==> config.mk <==
export PLATFORM = sky130hd
export DESIGN_NAME = fmax_reduce_flat
export DESIGN_NICKNAME = d
export VERILOG_FILES = /design/src/rtl/fmax_reduce_if.sv /design/src/rtl/fmax_reduce.sv /design/src/flat_wrapper.sv
export SDC_FILE = /design/constraint.sdc
export NUM_CORES = 1
export LEC_CHECK = 0
export ABC_CLOCK_PERIOD_IN_PS = 3300
export BUFFER_PORTS_ARGS = -buffer_cell sky130_fd_sc_hd__buf_2
export CAP_MARGIN = 5
export CORE_UTILIZATION = 53
export DETAILED_ROUTE_END_ITERATION = 8
export HOLD_SLACK_MARGIN = 0.12
export PLACE_DENSITY = 0.81
export SLEW_MARGIN = 20
export SYNTH_ARGS = -nofsm -noshare
export SYNTH_HDL_FRONTEND = slang
export SYNTH_SLANG_ARGS = --single-unit
==> constraint.sdc <==
create_clock -name clk -period 3.3 [get_ports clk]
set_input_delay 0.66 -clock clk [delete_from_list [all_inputs] [get_ports clk]]
set_output_delay 0.66 -clock clk [all_outputs]
set_load 0.05 [all_outputs]
==> src/rtl/fmax_reduce_if.sv <==
// Stream bundle for fmax_reduce: element input stream plus one-beat result stream.
// master drives elements and result ready; slave is the reduction unit.
interface fmax_reduce_if #(
    parameter int CNT_W = 16
) ();
    logic             in_valid;
    logic             in_ready;
    logic [31:0]      in_data;
    logic             in_last;
    logic             out_valid;
    logic             out_ready;
    logic [31:0]      out_data;
    logic [CNT_W-1:0] out_count;

    modport master (
        output in_valid, in_data, in_last, out_ready,
        input  in_ready, out_valid, out_data, out_count
    );

    modport slave (
        input  in_valid, in_data, in_last, out_ready,
        output in_ready, out_valid, out_data, out_count
    );
endinterface

==> src/rtl/fmax_reduce.sv <==
// Streaming IEEE-754 single max-reduction; FMAX_NAN_EN selects maxNum NaN handling.
// Latency: result valid the cycle after the last element is accepted; 1 element/cycle.
// Backpressure: input stalls (in_ready=0) while a result waits; result held until out_ready.
module fmax_reduce #(
    parameter int CNT_W = 16
) (
    input  logic         clk,
    input  logic         rst,
    fmax_reduce_if.slave bus
);
    typedef enum logic [1:0] {EMPTY, ACCUM, DONE} state_t;

    state_t           state;
    logic [31:0]      acc;
    logic [CNT_W-1:0] cnt;
    logic             in_ready_q;
    logic             out_valid_q;

    logic             in_xfer;
    logic             out_xfer;
    logic [31:0]      acc_nxt;
    logic [CNT_W-1:0] cnt_nxt;

    // Sign-magnitude ordering on raw bits; equal patterns are not greater.
    function automatic logic gt(input logic [31:0] a, input logic [31:0] b);
        logic r;
        if (a[31] != b[31])
            r = ~a[31];
        else if (!a[31])
            r = (a[30:0] > b[30:0]);
        else
            r = (a[30:0] < b[30:0]);
        return r;
    endfunction

`ifdef FMAX_NAN_EN
    localparam logic [31:0] QNAN = 32'h7FC0_0000;

    function automatic logic is_nan(input logic [31:0] v);
        return (&v[30:23]) && (|v[22:0]);
    endfunction
`endif

    assign in_xfer  = bus.in_valid && in_ready_q;
    assign out_xfer = out_valid_q && bus.out_ready;

    always_comb begin
        acc_nxt = acc;
`ifdef FMAX_NAN_EN
        if (state == EMPTY)
            acc_nxt = bus.in_data;
        else if (is_nan(bus.in_data))
            acc_nxt = acc;
        else if (is_nan(acc))
            acc_nxt = bus.in_data;
        else if (gt(bus.in_data, acc))
            acc_nxt = bus.in_data;
        // A NaN surviving to the last element means every element was NaN.
        if (bus.in_last && is_nan(acc_nxt))
            acc_nxt = QNAN;
`else
        if (state == EMPTY || gt(bus.in_data, acc))
            acc_nxt = bus.in_data;
`endif
    end

    always_comb begin
        cnt_nxt = cnt;
        if (state == EMPTY)
            cnt_nxt = CNT_W'(1);
        else if (!(&cnt))
            cnt_nxt = cnt + CNT_W'(1);
    end

    always_ff @(posedge clk) begin
        if (rst) begin
            state       <= EMPTY;
            acc         <= 32'h0000_0000;
            cnt         <= '0;
            in_ready_q  <= 1'b1;
            out_valid_q <= 1'b0;
        end else begin
            case (state)
                EMPTY, ACCUM: begin
                    if (in_xfer) begin
                        acc <= acc_nxt;
                        cnt <= cnt_nxt;
                        if (bus.in_last) begin
                            state       <= DONE;
                            in_ready_q  <= 1'b0;
                            out_valid_q <= 1'b1;
                        end else begin
                            state <= ACCUM;
                        end
                    end
                end
                DONE: begin
                    if (out_xfer) begin
                        state       <= EMPTY;
                        cnt         <= '0;
                        in_ready_q  <= 1'b1;
                        out_valid_q <= 1'b0;
                    end
                end
                default: begin
                    state       <= EMPTY;
                    in_ready_q  <= 1'b1;
                    out_valid_q <= 1'b0;
                end
            endcase
        end
    end

    assign bus.in_ready  = in_ready_q;
    assign bus.out_valid = out_valid_q;
    assign bus.out_data  = acc;
    assign bus.out_count = cnt;
endmodule

==> src/flat_wrapper.sv <==
// flat-port wrapper written by rule: the top's interface ports become plain ports
module fmax_reduce_flat 
#(
    parameter int CNT_W = 16
)
  (clk, rst, bus_in_valid, bus_in_data, bus_in_last, bus_out_ready, bus_in_ready, bus_out_valid, bus_out_data, bus_out_count);
  fmax_reduce_if #(.CNT_W(CNT_W)) bus_i ();
  input  logic clk;
  input  logic rst;
  input wire logic [$bits(bus_i.in_valid)-1:0] bus_in_valid;
  input wire logic [$bits(bus_i.in_data)-1:0] bus_in_data;
  input wire logic [$bits(bus_i.in_last)-1:0] bus_in_last;
  input wire logic [$bits(bus_i.out_ready)-1:0] bus_out_ready;
  output wire logic [$bits(bus_i.in_ready)-1:0] bus_in_ready;
  output wire logic [$bits(bus_i.out_valid)-1:0] bus_out_valid;
  output wire logic [$bits(bus_i.out_data)-1:0] bus_out_data;
  output wire logic [$bits(bus_i.out_count)-1:0] bus_out_count;
  assign bus_i.in_valid = bus_in_valid;
  assign bus_i.in_data = bus_in_data;
  assign bus_i.in_last = bus_in_last;
  assign bus_i.out_ready = bus_out_ready;
  assign bus_in_ready = bus_i.in_ready;
  assign bus_out_valid = bus_i.out_valid;
  assign bus_out_data = bus_i.out_data;
  assign bus_out_count = bus_i.out_count;
  fmax_reduce #(.CNT_W(CNT_W)) u_core (.clk(clk), .rst(rst), .bus(bus_i));
endmodule
# After elaboration in Yosys (flattened, before gate mapping)
# Cells that the tools add are included.
[classes]
addsub = 1
multipliers = 0
div_mod_pow = 0
order_cmp = 2
n_eq_ne = 7
shift = 0
n_mux = 19
bitwise_logic = 1
reduce_logical = 11
[op_table]
columns = ["cell", "n"]
rows = [
  ["2-to-1 mux 16 bit", 4],
  ["one-hot mux 16 bit (2 select lines)", 1],
  ["> comparator 31 bit", 1],
  ["less-than comparator 31 bit", 1],
  ["adder 16 x 1 -> 16 bit (second input constant)", 1],
  ["AND reduction 16 bit", 1],
  ["2-to-1 mux 1 bit", 8],
  ["2-to-1 mux 2 bit", 3],
  ["AND reduction 3 bit", 2],
  ["inequality test 2 x 1 -> 1 bit (second input constant)", 2],
  ["one-hot mux 1 bit (2 select lines)", 2],
  ["one-hot mux 2 bit (2 select lines)", 1],
  ["AND reduction 4 bit", 1],
  ["inequality test 3 x 2 -> 1 bit (second input constant)", 1],
  ["== test 2 x 1 -> 1 bit (second input constant)", 1],
  ["== test 2 bit (second input constant)", 1],
  ["logical AND 1 bit", 2],
  ["logical NOT 2 bit", 1],
  ["inequality test 2 bit (second input constant)", 1],
  ["AND reduction 2 bit", 1],
  ["nonzero test 2 bit", 1],
  ["OR reduction 2 bit", 1],
  ["logical OR 1 bit", 1],
  ["inequality test 1 bit", 1],
  ["NOT 1 bit", 1],
]
[word_totals]
reg_bits = 52
latch_bits = 0
ram_bits = 0
romBits = 0
out_inout_bits = 50
elab_cells = 46
mem_count = 0

# Depth between registers and ports, before layout
# Gate-level depths: netlist of the first run.
[logic_depth]
ltp_word = 5
ltp_mapped = 10

# Worst setup path after synthesis of the first run
# Ideal clock, no wire load.
[synth_path]
path_type = "flip-flop to flip-flop"
startpoint = "register u_core.acc[28] (netlist: u_core.bus.out_data[28])"
endpoint = "register u_core.acc[0] (netlist: u_core.bus.out_data[0])"
setup_ps = 72
t_arrival_ps = 2656
required_time_ps = 3228
path_slack_ps = 572
stages_incl_launch_ff = 11
n_path_buf = 1
period_less_slack_ps = 2728
cell_sequence = "dfxtp_1 > inv_1 > ha_1 > a21o_1 > a21o_1 > a221oi_2 > o21ai_1 > o211a_1 > a311oi_4 > buf_6 > mux2i_1"
[synth_via]
elab_chain_cells = 5
[synth_rtl]
columns = ["item", "line", "rtl"]
rows = [
  ["start: declaration", "fmax_reduce.sv:14", "logic [31:0] acc;"],
  ["start signal: assignment", "fmax_reduce.sv:86", "acc <= acc_nxt;"],
  ["> comparator 31 bit or less-than comparator 31 bit (tied branches)", "fmax_reduce.sv:30, fmax_reduce.sv:32", ""],
  ["2-to-1 mux 1 bit (*)", "fmax_reduce.sv:29", "else if (!a[31])"],
  ["2-to-1 mux 1 bit (*)", "fmax_reduce.sv:27", "if (a[31] != b[31])"],
  ["logical OR 1 bit (*)", "fmax_reduce.sv:62", "if (state == EMPTY || gt(bus.in_data, acc))"],
  ["AND reduction 3 bit (no source line) (*)", "-", ""],
]
# Mark *: on every way between the ends. The rest lies on a longest branch, timed or not.
# A chain may end at the register's enable or synchronous reset.

# Final worst setup path of the first run
[layout_path]
startpoint = "input bus_in_data[13]"
endpoint = "register u_core.acc[17] (netlist: u_core.bus.out_data[17])"
[layout_via]
elab_chain_cells = 5
[layout_rtl]
columns = ["item", "line", "rtl"]
rows = [
  ["start: declaration", "flat_wrapper.sv:11", "input wire logic [$bits(bus_i.in_data)-1:0] bus_in_data;"],
  ["> comparator 31 bit or less-than comparator 31 bit (tied branches)", "fmax_reduce.sv:30, fmax_reduce.sv:32", ""],
  ["2-to-1 mux 1 bit (*)", "fmax_reduce.sv:29", ""],
  ["2-to-1 mux 1 bit (*)", "fmax_reduce.sv:27", ""],
  ["logical OR 1 bit (*)", "fmax_reduce.sv:62", ""],
  ["AND reduction 3 bit (no source line) (*)", "-", ""],
]
# Marks and branches as above.

==> summary.md, run 1 <==
| Metric | Value |
|---|---|
| Count of buffers added by post-CTS timing repair for setup | `0` |
| Die X | `79.50 µm` |
| Final critical-path required period | `2.582 ns` |
| Post-route fraction of the period consumed by the critical path | `78.24%` |
| TritonCTS clock tree | `done` |
| Ant. Diodes | `0` |
| Endpoint required time on the critical path | `3.55 ns` |
| Worst-Skew Late Latency | `0.31 ns` |
| Result of the run | `finished clean` |
| Origin of the worst min-delay path | `u_core.bus.out_data[2]` |
| Leading register cell type out of synthesis | `sky130_fd_sc_hd__dfxtp_1` |
| Number of core rows | `27` |
| Relative slew slack | `59.20%` |
| R2R setup slack | `0.73 ns` |
| HPWL after detailed placement | `4941 µm` |
| Peak supply drop | `0.0002708 V` |
| Final weighted congestion in routability-driven placement | `0.7400` |
| Async S/R FF share, synth | `0%` |
| Pwr/cell area | `422.9 mW/mm²` |
| Global-route wire length before repair | `10870 µm` |
| Leakage power total | `0.001649 µW` |
| Vias in the first global route | `2501` |
| Summed instance area of the synthesized netlist | `0.003183 mm²` |
| Share of total power in the clock network | `24.0%` |
| Placed cell areas | `0.003664 mm²` |
| Clock-pin slew on the worst setup and hold paths | `0.11 ns` |
| Count of final setup violators | `0` |
| Number of buffers inserted by hold repair at cts | `0` |
| Number of nets in the final layout | `517` |
| Post-Route Skew | `0.01299 ns` |
| Dominant cell type by area after synthesis | `sky130_fd_sc_hd__dfxtp_1` |
| Top area cells in the synthesized netlist | `sky130_fd_sc_hd__dfxtp_1 (33%), sky130_fd_sc_hd__ha_1 (13%), sky130_fd_sc_hd__nand2b_1 (13%), sky130_fd_sc_hd__mux2i_1 (10%), sky130_fd_sc_hd__inv_1 (3.9%)` |
| Max_cap viols | `0` |
| Initial Util | `56.42%` |
| Fill cell count | `463` |
| Post-synthesis area per instance | `8.697 µm²` |
| Register share of total power | `44.8%` |
| Number of nets in the synthesized netlist | `435` |
| Final-layout setup total negative slack | `0 ns` |
| Root cell of the clock tree | `sky130_fd_sc_hd__clkbuf_8` |
| Number of cells traversed by the worst register-to-register path | `10` |
| Post-CTS sizing | `0` |
| Arrival time at the worst endpoint | `2.83 ns` |
| Setup repair after global routing missed its margin | `false` |
| Count of antenna-violating nets left after detailed routing | `0` |
| Switching power of the nets | `587.9 µW` |
| Via count | `2700` |
| Sequential cell area | `0.001041 mm²` |
| Cells after Synth | `366` |
| Type of destination of the critical path | `flip-flop` |
| Post-synthesis to final-layout area growth | `18.08%` |
| Count of cell types in the netlist | `39` |
| Total gr overflow | `0` |
| Gr usage total | `21.48%` |
| Worst setup path startpoint | `bus_in_data[13]` |
| Number of iterations in the first detailed-routing pass | `4` |
| Endpoints failing hold | `0` |
| Hold Path End | `u_core.bus.out_data[2]` |
| Number of primary I/O pins | `87` |
| Cell internal power dissipation | `1002 µW` |
| Share of the synthesized area in the top cell type | `32.70%` |
| Die Area | `0.006319 mm²` |
| Buffers on Ports | `86` |
| Switching share of total power | `36.99%` |
| Share of layout cells above drive strength 1 | `22.72%` |
| CP Max Fanout | `10` |
| Largest net degree at the start of global routing | `49` |
| Launching element type of the critical path | `input port` |
| Worst flop-to-flop path endpoint | `u_core.bus.out_data[17]` |
| Vert. Die Dim | `79.50 µm` |
| Actual transition at the worst max-transition pin | `0.6121 ns` |
| Hold path cells | `2` |
| Slew Limit Fails | `0` |
| Wirelength per Cell | `12.55 µm` |
| Initial drt markers | `78` |
| Number of flip-flops and latches in the synthesized netlist | `52` |
| Max frequency | `387.3 MHz` |
| Count of warnings emitted by yosys | `0` |
| Final instance area | `0.003759 mm²` |
| Hold WC Path Type | `flip-flop to flip-flop` |
| Number of clock buffers inserted by TritonCTS | `5` |
| Post-route DRC violation count | `0` |
| Top-count cell post-synth | `sky130_fd_sc_hd__nand2b_1` |
| Sum of routed wire length over all layers | `6537 µm` |
| Top cell types by occurrence after synthesis | `sky130_fd_sc_hd__nand2b_1 (64), sky130_fd_sc_hd__dfxtp_1 (52), sky130_fd_sc_hd__inv_1 (33), sky130_fd_sc_hd__mux2i_1 (33), sky130_fd_sc_hd__ha_1 (32)` |
| H-Tree Depth | `2` |
| Maximum root-to-sink buffer count | `2` |
| Clock tree sinks | `52` |
| Core box area | `0.005642 mm²` |
| Average via count per standard cell | `5.182` |
| Combinational share of power | `31.2%` |
| Antenna violations before repair | `0` |
| Classification of the worst setup path | `input port to flip-flop` |
| Origin of the critical flop-to-flop path | `u_core.bus.out_data[28]` |
| Multi-input combinational cell area | `0.001943 mm²` |
| Number of flops mapped to enable cells by yosys | `0` |
| Sequential-to-total area share from yosys stat | `32.70%` |
-- kinds of logic (layout without fill, tap and decap cells) --
logic type               count (synthesis)  in the layout  synth area share [%]
XOR/XNOR                                10             10                 2.752
flip-flops                              52             52                 32.70
adder cells (fa/ha/maj)                 32             32                 12.58
buffers and inverters                   47            130                 6.250
AND/OR/NAND/NOR                        144            144                 25.20
AO/OA/AOI/OAI                           48             48                 10.14
multiplexers                            33             33                 10.38
-- stage by stage --
stage	hold slack [ns]	worst slack [ns]	util [%]	instances	total power (µW)
floorplan	0.5958	0.5722	-	366	1103
detailed placement	0.4732	0.3814	64.94	513	1223
global placement	0.4686	0.4469	64.94	513	1210
global route	0.5090	0.5051	66.62	521	1676
CTS	0.4916	0.6962	66.62	521	1604
finish	0.4881	0.7180	66.62	521	1589
-- layer usage --
| layer | up-vias | routed length [µm] | global-route usage [%] |
|---|---|---|---|
| li1 | 1400 | - | - |
| met4 | 0 | 55 | 5.091 |
| met1 | 1223 | 3048 | 26.77 |
| met2 | 72 | 3069 | 37.18 |
| met3 | 5 | 364 | 4.914 |
| met5 | - | 0 | 0 |
-- critical path: stages --
cell and delay, ns:
sky130_fd_sc_hd__buf_2 0.11, sky130_fd_sc_hd__ha_1 0.32, sky130_fd_sc_hd__a21oi_1 0.18, sky130_fd_sc_hd__nand2_1 0.08
sky130_fd_sc_hd__a221oi_1 0.25, sky130_fd_sc_hd__a21boi_1 0.12, sky130_fd_sc_hd__o211a_1 0.27, sky130_fd_sc_hd__a311oi_4 0.33
sky130_fd_sc_hd__buf_4 0.28, sky130_fd_sc_hd__mux2i_1 0.21
-- power groups by stage --
stage                     Sequential [µW]  Clock (µW)  Combinational, µW
after floorplan                       860           0                243
after global placement                724           0                487
after detailed placement              727           0                497
after CTS                             713         392                499
after global routing                  719         413                543
final                                 713         381                496
-- worst max-delay path by stage --
stage | end | slack [ns] | cells past startpoint
2_1_floorplan | u_core.bus.out_data[0] | 0.57 | 10
4_1_cts | u_core.bus.out_data[12] | 0.70 | 10
3_5_place_dp | u_core.bus.out_data[17] | 0.38 | 10
3_3_place_gp | u_core.bus.out_data[18] | 0.45 | 10
6_report | u_core.bus.out_data[17] | 0.72 | 10
5_1_grt | u_core.bus.out_data[12] | 0.51 | 10
-- layout by cell type, fill, tap and decap left out, types with 3 or more instances in the layout --
cell type	netlist	routed
sky130_fd_sc_hd__inv_1	33	33
sky130_fd_sc_hd__buf_2	0	86
sky130_fd_sc_hd__nor3_1	8	8
sky130_fd_sc_hd__a21o_1	3	3
sky130_fd_sc_hd__ha_1	32	32
sky130_fd_sc_hd__and4_1	6	6
sky130_fd_sc_hd__mux2i_1	33	33
sky130_fd_sc_hd__dfxtp_1	52	52
sky130_fd_sc_hd__o21ai_0	7	7
sky130_fd_sc_hd__nand4_1	5	5
sky130_fd_sc_hd__nor2_1	17	17
sky130_fd_sc_hd__xnor2_1	7	7
sky130_fd_sc_hd__nand2_1	22	22
sky130_fd_sc_hd__clkbuf_8	0	5
sky130_fd_sc_hd__xor2_1	3	3
sky130_fd_sc_hd__nand3_1	10	10
sky130_fd_sc_hd__nand2b_1	64	64
sky130_fd_sc_hd__o21ai_1	5	5
sky130_fd_sc_hd__a21oi_1	21	21
-- area by class of cell --
type	instances	area share (%)
multi-input cells	267	51.70
repair buffers	89	12.38
inverters	33	3.296
flip-flops and latches	52	27.70
well taps	72	2.397
clock buffers	5	1.831
clock inverters	3	0.6991
-- state kept, by name, indices dropped and copies added, names as in the netlist --
signal                cells
u_core.bus.in_ready       1
u_core.bus.out_valid      1
u_core.bus.out_data      32
u_core.bus.out_count     16
u_core.state              2
Note: power is estimated with default switching activity, not from simulation.
==> run 2, diff against run 1 <==
Settings changed: ABC_AREA set to 1, ABC_CLOCK_PERIOD_IN_PS 3300 to 2400, CORE_UTILIZATION 53 to 54.
Clock period 3.3 ns to 2.4 ns, I/O delays scaled along.
==> run 2 against run 1 <==
Combinational power grew to 2.9 times the previous value; clock-buffer cell count is the same; clock skew shrank 0.0043 ns; routed wire length grew 19%; sequential share of layout area shrank 1.9 points; die area grew 4.3%; via count grew 26%; largest power group is now combinational cells; highest routed layer unchanged.
==> summary.md, run 2 <==
| Metric | Value |
|---|---|
| Clock tree sinks | `52 (unchanged)` |
| Most common cell after layout, fill and taps aside | `sky130_fd_sc_hd__nand2_1` |
| Top-count cell post-synth | `sky130_fd_sc_hd__nand2_1` |
| Vert. Die Dim | `81.20 µm (+2.1%)` |
| Classification of the worst setup path | `flip-flop to flip-flop` |
| Most used cells in the layout excluding fill and tap cells | `sky130_fd_sc_hd__nand2_1 (126), sky130_fd_sc_hd__inv_1 (94), sky130_fd_sc_hd__buf_2 (86), sky130_fd_sc_hd__a21oi_1 (59), sky130_fd_sc_hd__nor2_1 (59)` |
| Number of core rows | `28 (+3.7%)` |
| Gr usage total | `23.30% (+1.8 points)` |
| Arrival time at the worst endpoint | `2.38 ns (-0.45 ns)` |
| Clock-pin slew on the worst setup and hold paths | `0.09 ns (-0.02 ns)` |
| Number of flops mapped to enable cells by yosys | `0 (unchanged)` |
| Top cell types by occurrence after synthesis | `sky130_fd_sc_hd__nand2_1 (126), sky130_fd_sc_hd__inv_1 (94), sky130_fd_sc_hd__nor2_1 (61)` |
| Actual transition at the worst max-transition pin | `0.3820 ns (-0.2301 ns)` |
| Met2 GRT Util | `41.01% (+3.8 points)` |
| Root cell of the clock tree | `sky130_fd_sc_hd__clkbuf_8` |
| Average via count per standard cell | `5.007 (-3.4%)` |
| Pwr/cell area | `773.0 mW/mm² (+83%)` |
| Post-synthesis to final-layout area growth | `18.95%` |
| Type of destination of the critical path | `flip-flop` |
| Relative slew slack | `74.38% (+15 points)` |
| Post-route DRC violation count | `0 (unchanged)` |
| Combinational family with the most area after synthesis | `simple AND/OR/NAND/NOR gates` |
| Hold WC Path Type | `input port to flip-flop` |
| Sequential-to-total area share from yosys stat | `30.74% (-2.0 points)` |
| HPWL after detailed placement | `5538 µm (+12%)` |
| Global-route wire length before repair | `12140 µm (+12%)` |
| Antenna violations before repair | `0 (unchanged)` |
| Peak supply drop | `0.0003854 V (+42%)` |
| Async S/R FF share, synth | `0% (unchanged)` |
| Endpoint required time on the critical path | `2.60 ns (-0.95 ns)` |
| Share of the synthesized area in the top cell type | `30.74% (-2.0 points)` |
| TritonCTS clock tree | `done` |
| Number of flip-flops in the largest register | `32 (unchanged)` |
| Share of layout cells above drive strength 1 | `19.04% (-3.7 points)` |
| Area fraction in and, or, nand and nor cells after synthesis | `32.25% (+7.1 points)` |
| Most Crowded Layer GR | `met2` |
| Compound-Gate Fraction of Synth Area | `10.31% (+0.17 points)` |
| Max frequency | `457.9 MHz` |
| Met1 Track Usage GR | `28.16% (+1.4 points)` |
| Number of nets in the final layout | `674 (+30%)` |
| Dominant cell type by area after synthesis | `sky130_fd_sc_hd__dfxtp_1` |
| Buffers on Ports | `86 (unchanged)` |
| Die X | `81.20 µm (+2.1%)` |
| Largest net degree at the start of global routing | `66 (+35%)` |
| Post-CTS sizing | `0 (unchanged)` |
| CP Max Fanout | `18 (+8)` |
| Core box area | `0.005991 mm² (+6.2%)` |
| Number of buffers inserted by hold repair at cts | `0 (unchanged)` |
| Final critical-path required period | `2.184 ns` |
| Count of antenna-violating nets left after detailed routing | `0 (unchanged)` |
| Result of the run | `finished clean` |
| Cells after Synth | `525 (+43%)` |
| Count of buffers added by post-CTS timing repair for setup | `0 (unchanged)` |
| Leading register cell type out of synthesis | `sky130_fd_sc_hd__dfxtp_1` |
| Met3 Track Usage GR | `5.169% (+0.25 points)` |
| Top area cells in the synthesized netlist | `sky130_fd_sc_hd__dfxtp_1 (31%), sky130_fd_sc_hd__nand2_1 (14%), sky130_fd_sc_hd__ha_1 (12%), sky130_fd_sc_hd__inv_1 (10%), sky130_fd_sc_hd__a21oi_1 (8.7%)` |
| Wirelength per Cell | `11.43 µm (-8.9%)` |
| Sum of routed wire length over all layers | `7760 µm (+19%)` |
| Launching element type of the critical path | `flip-flop` |
| Ant. Diodes | `0 (unchanged)` |
| Count of cell types in the netlist | `27 (-31%)` |
| Number of cells traversed by the worst register-to-register path | `16 (+6)` |
| Number of flip-flops and latches in the synthesized netlist | `52 (unchanged)` |
| Placed cell areas | `0.003890 mm² (+6.2%)` |
| Final instance area | `0.004029 mm² (+7.2%)` |
| Worst-Skew Late Latency | `0.30 ns (about the same)` |
| Proportion of synthesized area in mux cells | `0% (-10 points)` |
| Vias in the first global route | `2851 (+14%)` |
| Final weighted congestion in routability-driven placement | `0.7910 (+6.9%)` |
| Count of final setup violators | `0 (unchanged)` |
| Post-synthesis area per instance | `6.451 µm² (-26%)` |
| Max_cap viols | `0 (unchanged)` |
| Post-route fraction of the period consumed by the critical path | `91.00%` |
| Core utilization of the finished layout | `67.25% (+0.63 points)` |
| Hold path cells | `2 (unchanged)` |
| Initial Util | `56.54% (+0.12 points)` |
| Endpoints failing hold | `0 (unchanged)` |
| Number of nets in the synthesized netlist | `594 (+37%)` |
| Via count | `3400 (+26%)` |
| Summed instance area of the synthesized netlist | `0.003387 mm² (+6.4%)` |
| Number of iterations in the first detailed-routing pass | `4 (unchanged)` |
| Initial drt markers | `128 (+64%)` |
| Final-layout setup total negative slack | `0 ns (unchanged)` |
| Post-synthesis share of cell area spent on full adders, half adders and majority gates | `11.82% (-0.76 points)` |
| Die Area | `0.006593 mm² (+4.3%)` |
| Number of clock buffers inserted by TritonCTS | `5 (unchanged)` |
| Count of warnings emitted by yosys | `0 (unchanged)` |
| Post-synthesis xor/xnor area fraction | `1.034% (-1.7 points)` |
| Setup repair after global routing missed its margin | `false` |
| Post-Route Skew | `0.008697 ns (-0.004291 ns)` |
| H-Tree Depth | `2 (unchanged)` |
| Leakage power total | `0.002175 µW (+32%)` |
| Number of primary I/O pins | `87 (unchanged)` |
| Maximum root-to-sink buffer count | `2 (unchanged)` |
| Total gr overflow | `0 (unchanged)` |
| Slew Limit Fails | `0 (unchanged)` |
run 2: cell families (layout without fill, tap and decap cells):
kind of cell	after synthesis	after routing
buffers and inverters	117	196
AND/OR/NAND/NOR	253	253
adder cells (fa/ha/maj)	32	32
flip-flops	52	52
XOR/XNOR	4	4
AO/OA/AOI/OAI	67	67
run 2: critical path, cell delays in order, from the launching register on:
cell and delay, ns:
sky130_fd_sc_hd__dfxtp_1 0.36, sky130_fd_sc_hd__inv_1 0.06, sky130_fd_sc_hd__ha_1 0.32, sky130_fd_sc_hd__nand2_1 0.10, sky130_fd_sc_hd__nor2_1 0.14, sky130_fd_sc_hd__nand3_1 0.09, sky130_fd_sc_hd__nor3_1 0.17, sky130_fd_sc_hd__nand2_1 0.07
sky130_fd_sc_hd__nand2_1 0.07, sky130_fd_sc_hd__nand2_1 0.05, sky130_fd_sc_hd__nand2_1 0.05, sky130_fd_sc_hd__nand2_1 0.08, sky130_fd_sc_hd__nand2_4 0.12, sky130_fd_sc_hd__buf_12 0.16, sky130_fd_sc_hd__nand3_1 0.10, sky130_fd_sc_hd__nand2_1 0.10
sky130_fd_sc_hd__nor2_1 0.05
run 2: final timing paths:
check                          start                endpoint  slack [ns]
max          u_core.bus.out_data[30]  u_core.bus.out_data[7]        0.22
min reg2reg     u_core.bus.out_valid    u_core.bus.out_valid        0.51
min                              rst         u_core.state[1]        0.47
max reg2reg  u_core.bus.out_data[30]  u_core.bus.out_data[7]        0.22
run 2: area by class of cell:
class / instances / area, µm²
Sequential cell: 52 / 1041
Clock buffer: 5 / 68.82
Multi-Input combinational cell: 356 / 1897
Timing Repair Buffer: 92 / 530.5
Clock inverter: 1 / 30.03
Tap cell: 75 / 93.84
Fill cell: 512 / 1962
Inverter: 98 / 367.9
run 2: per-layer routing:
metal  wire length [µm]  part of all wire (%)
met5                  0                     0
met4                 89                   1.1
met3                431                   5.6
met2               3644                    47
met1               3593                    46
run 2: where the power goes:
group / internal, µW / switching (µW)
clock network: 300 / 281
logic: 446 / 1010
registers: 985 / 96.5
total: 1730 / 1380
run 2: per-stage QoR:
| stage | worst slack, ns | total power, µW | hold WS (ns) | std cells |
|---|---|---|---|---|
| floorplan | 0.08492 | 2205 | 0.5157 | 525 |
| global placement | 0.1235 | 2484 | 0.4662 | 672 |
| detailed placement | 0.05613 | 2522 | 0.4923 | 672 |
| CTS | 0.1788 | 3106 | 0.4607 | 678 |
| global route | 0.01416 | 3332 | 0.4671 | 679 |
| finish | 0.2160 | 3114 | 0.4743 | 679 |
==> run 3, diff against run 2 <==
Settings changed: CORE_ASPECT_RATIO set to 0.8.
==> run 3 against run 2 <==
Power rose by 2.0%; flip-flop and latch count did not move; clock power grew 8.3%; critical path depth down 2; critical path type unchanged.
==> summary.md, run 3 (same netlist as run 2, synthesis figures left out) <==
| Metric | Value |
|---|---|
| Worst flop-to-flop path endpoint | `u_core.bus.out_count[10]` |
| Post-route fraction of the period consumed by the critical path | `89.36% (-1.6 points)` |
| Final weighted congestion in routability-driven placement | `0.7890 (-0.25%)` |
| Combinational share of power | `45.9% (-0.7 points)` |
| Most common cell after layout, fill and taps aside | `sky130_fd_sc_hd__nand2_1` |
| Launching element type of the critical path | `flip-flop` |
| Number of nets in the final layout | `676 (+0.30%)` |
| Setup slack of the critical path after layout | `0.2555 ns (+0.03952 ns)` |
| Most used cells in the layout excluding fill and tap cells | `sky130_fd_sc_hd__nand2_1 (126), sky130_fd_sc_hd__inv_1 (94), sky130_fd_sc_hd__buf_2 (86), sky130_fd_sc_hd__a21oi_1 (59), sky130_fd_sc_hd__nor2_1 (59)` |
| Initial drt markers | `117 (-8.6%)` |
| Final critical-path required period | `2.145 ns (-0.03952 ns)` |
| CP Max Fanout | `22 (+4)` |
| Number of core rows | `25 (-11%)` |
| Max frequency | `466.3 MHz (+1.8%)` |
| Maximum root-to-sink buffer count | `2 (unchanged)` |
| Post-synthesis to final-layout area growth | `19.76%` |
| R2R setup slack | `0.26 ns (+0.04 ns)` |
| Relative slew slack | `72.14% (-2.2 points)` |
| Number of cells traversed by the worst register-to-register path | `14 (-2)` |
| Setup repair after global routing missed its margin | `true` |
| Hold path cells | `2 (unchanged)` |
| Number of primary I/O pins | `87 (unchanged)` |
| Via count | `3433 (+0.97%)` |
| Die Area | `0.006595 mm² (about the same)` |
| Peak supply drop | `0.0004462 V (+16%)` |
| Switching share of total power | `44.99% (+0.58 points)` |
| Origin of the worst min-delay path | `rst` |
| Die X | `90.55 µm (+12%)` |
| Average via count per standard cell | `4.983 (-0.49%)` |
| Origin of the critical flop-to-flop path | `u_core.bus.out_count[1]` |
| HPWL after detailed placement | `5893 µm (+6.4%)` |
| Max_cap viols | `0 (unchanged)` |
| Post-route DRC violation count | `0 (unchanged)` |
| Hold WC Path Type | `input port to flip-flop` |
| Filler-free cell count of the finished design | `689 (+1.5%)` |
| Classification of the worst setup path | `flip-flop to flip-flop` |
| Vert. Die Dim | `72.84 µm (-10%)` |
| Wirelength per Cell | `11.59 µm (+1.4%)` |
| Slew Limit Fails | `0 (unchanged)` |
| Clock tree sinks | `52 (unchanged)` |
| Vias in the first global route | `3157 (+11%)` |
| Placed Cells | `680 (+1.2%)` |
| Core utilization of the finished layout | `67.90% (+0.64 points)` |
| Fill cell count | `554 (+8.2%)` |
| Core box area | `0.005974 mm² (-0.27%)` |
| Largest net degree at the start of global routing | `44 (-33%)` |
| Number of clock buffers inserted by TritonCTS | `5 (unchanged)` |
| Result of the run | `finished clean` |
| Number of iterations in the first detailed-routing pass | `4 (unchanged)` |
| Endpoint required time on the critical path | `2.61 ns (about the same)` |
| Root cell of the clock tree | `sky130_fd_sc_hd__clkbuf_8` |
| Hold Path End | `u_core.bus.out_count[1]` |
| Register share of total power | `34.3% (-0.4 points)` |
| Sum of routed wire length over all layers | `7988 µm (+2.9%)` |
| Ant. Diodes | `0 (unchanged)` |
| Gr usage total | `24.69% (+1.4 points)` |
| TritonCTS clock tree | `done` |
| Actual transition at the worst max-transition pin | `0.4179 ns (+0.03586 ns)` |
| Buffers on Ports | `86 (unchanged)` |
| Switching power of the nets | `1429 µW (+3.3%)` |
| Final Total Pwr | `3177 µW (+2.0%)` |
| Global-route wire length before repair | `13480 µm (+11%)` |
| Clock-pin slew on the worst setup and hold paths | `0.11 ns (+0.02 ns)` |
| Count of final setup violators | `0 (unchanged)` |
| Count of antenna-violating nets left after detailed routing | `0 (unchanged)` |
| Pwr/cell area | `783.1 mW/mm² (+1.3%)` |
| Type of destination of the critical path | `flip-flop` |
| Antenna violations before repair | `0 (unchanged)` |
| Cell internal power dissipation | `1748 µW (+0.95%)` |
| Post-Route Skew | `0.01132 ns (+0.002619 ns)` |
| Worst-Skew Late Latency | `0.31 ns (about the same)` |
| H-Tree Depth | `2 (unchanged)` |
| Share of total power in the clock network | `19.8% (+1.1 points)` |
| Initial Util | `56.69% (+0.15 points)` |
| Arrival time at the worst endpoint | `2.35 ns (-0.03 ns)` |
| Share of layout cells above drive strength 1 | `20.39% (+1.4 points)` |
| Endpoints failing hold | `0 (unchanged)` |
| Number of flip-flops in the largest register | `32 (unchanged)` |
| Leakage power total | `0.002184 µW (+0.42%)` |
| Total gr overflow | `0 (unchanged)` |
| Post-Place Setup Slack | `-0.02977 ns (-0.08590 ns)` |
-- run 3: area by class of cell --
class                           instances  area, µm²  area share [%]
Multi-Input combinational cell        356       1897           46.76
Sequential cell                        52       1047           25.82
Timing Repair Buffer                   94      528.0           13.02
Inverter                               98      367.9           9.068
Tap cell                               81      101.3           2.498
Clock buffer                            5      68.82           1.696
Clock inverter                          3      46.29           1.141
-- run 3: worst max path at each step --
stage                                       start                        to  depth (start not counted)  slack (ns)
after global routing      u_core.bus.out_data[14]    u_core.bus.out_data[9]                         18       -0.02
final                     u_core.bus.out_count[1]  u_core.bus.out_count[10]                         14        0.26
after detailed placement          bus_in_data[14]   u_core.bus.out_data[13]                         18       -0.03
after floorplan           u_core.bus.out_count[0]  u_core.bus.out_count[10]                         15        0.08
after CTS                 u_core.bus.out_data[14]   u_core.bus.out_data[13]                         18        0.15
after global placement            bus_in_data[14]    u_core.bus.out_data[5]                         18        0.08
-- run 3: timing repair --
action / 4_1_cts / 5_1_grt
setup endpoints to repair: 0 / 37
resized for setup: 0 / 9
hold buffers: 0 / 0
hold endpoints to repair: 0 / 0
setup buffers: 0 / 1
-- run 3: stage by stage --
stage	hold WS [ns]	TNS, ns	cell area, µm²
final	0.4576	0	4056
after floorplan	0.5157	0	3387
after CTS	0.4412	0	4028
after detailed placement	0.4756	-0.2875	3913
after global placement	0.4723	0	3913
after global routing	0.4566	-0.03924	4056
-- run 3: critical path: stages, from the launching register on --
cell,delay (ns)
sky130_fd_sc_hd__dfxtp_1,0.40
sky130_fd_sc_hd__ha_1,0.20
sky130_fd_sc_hd__nand2_1,0.09
sky130_fd_sc_hd__nor2_2,0.13
sky130_fd_sc_hd__nand2_1,0.10
sky130_fd_sc_hd__nor2_4,0.15
sky130_fd_sc_hd__nand2_4,0.08
sky130_fd_sc_hd__nor4_4,0.20
sky130_fd_sc_hd__nand3_2,0.12
sky130_fd_sc_hd__nand2_1,0.12
sky130_fd_sc_hd__nand2_4,0.16
sky130_fd_sc_hd__nand2_1,0.11
sky130_fd_sc_hd__nand2_1,0.06
sky130_fd_sc_hd__nand2_1,0.07
sky130_fd_sc_hd__nor2_1,0.05
-- run 3: power by group through the flow --
stage          Clock [µW]  Sequential [µW]  Combinational (µW)
2_1_floorplan           0             1490                 717
3_3_place_gp            0             1090                1390
3_5_place_dp            0             1100                1430
4_1_cts               649             1080                1440
5_1_grt               687             1100                1610
6_report              629             1090                1460
-- run 3: routing by layer --
layer | wire length (µm) | track usage [%] | vias up
met5 | 0 | 0 | -
met4 | 121 | 7.885 | 0
met3 | 364 | 4.063 | 11
met2 | 3603 | 42.26 | 88
met1 | 3898 | 32.11 | 1534
li1 | - | - | 1800
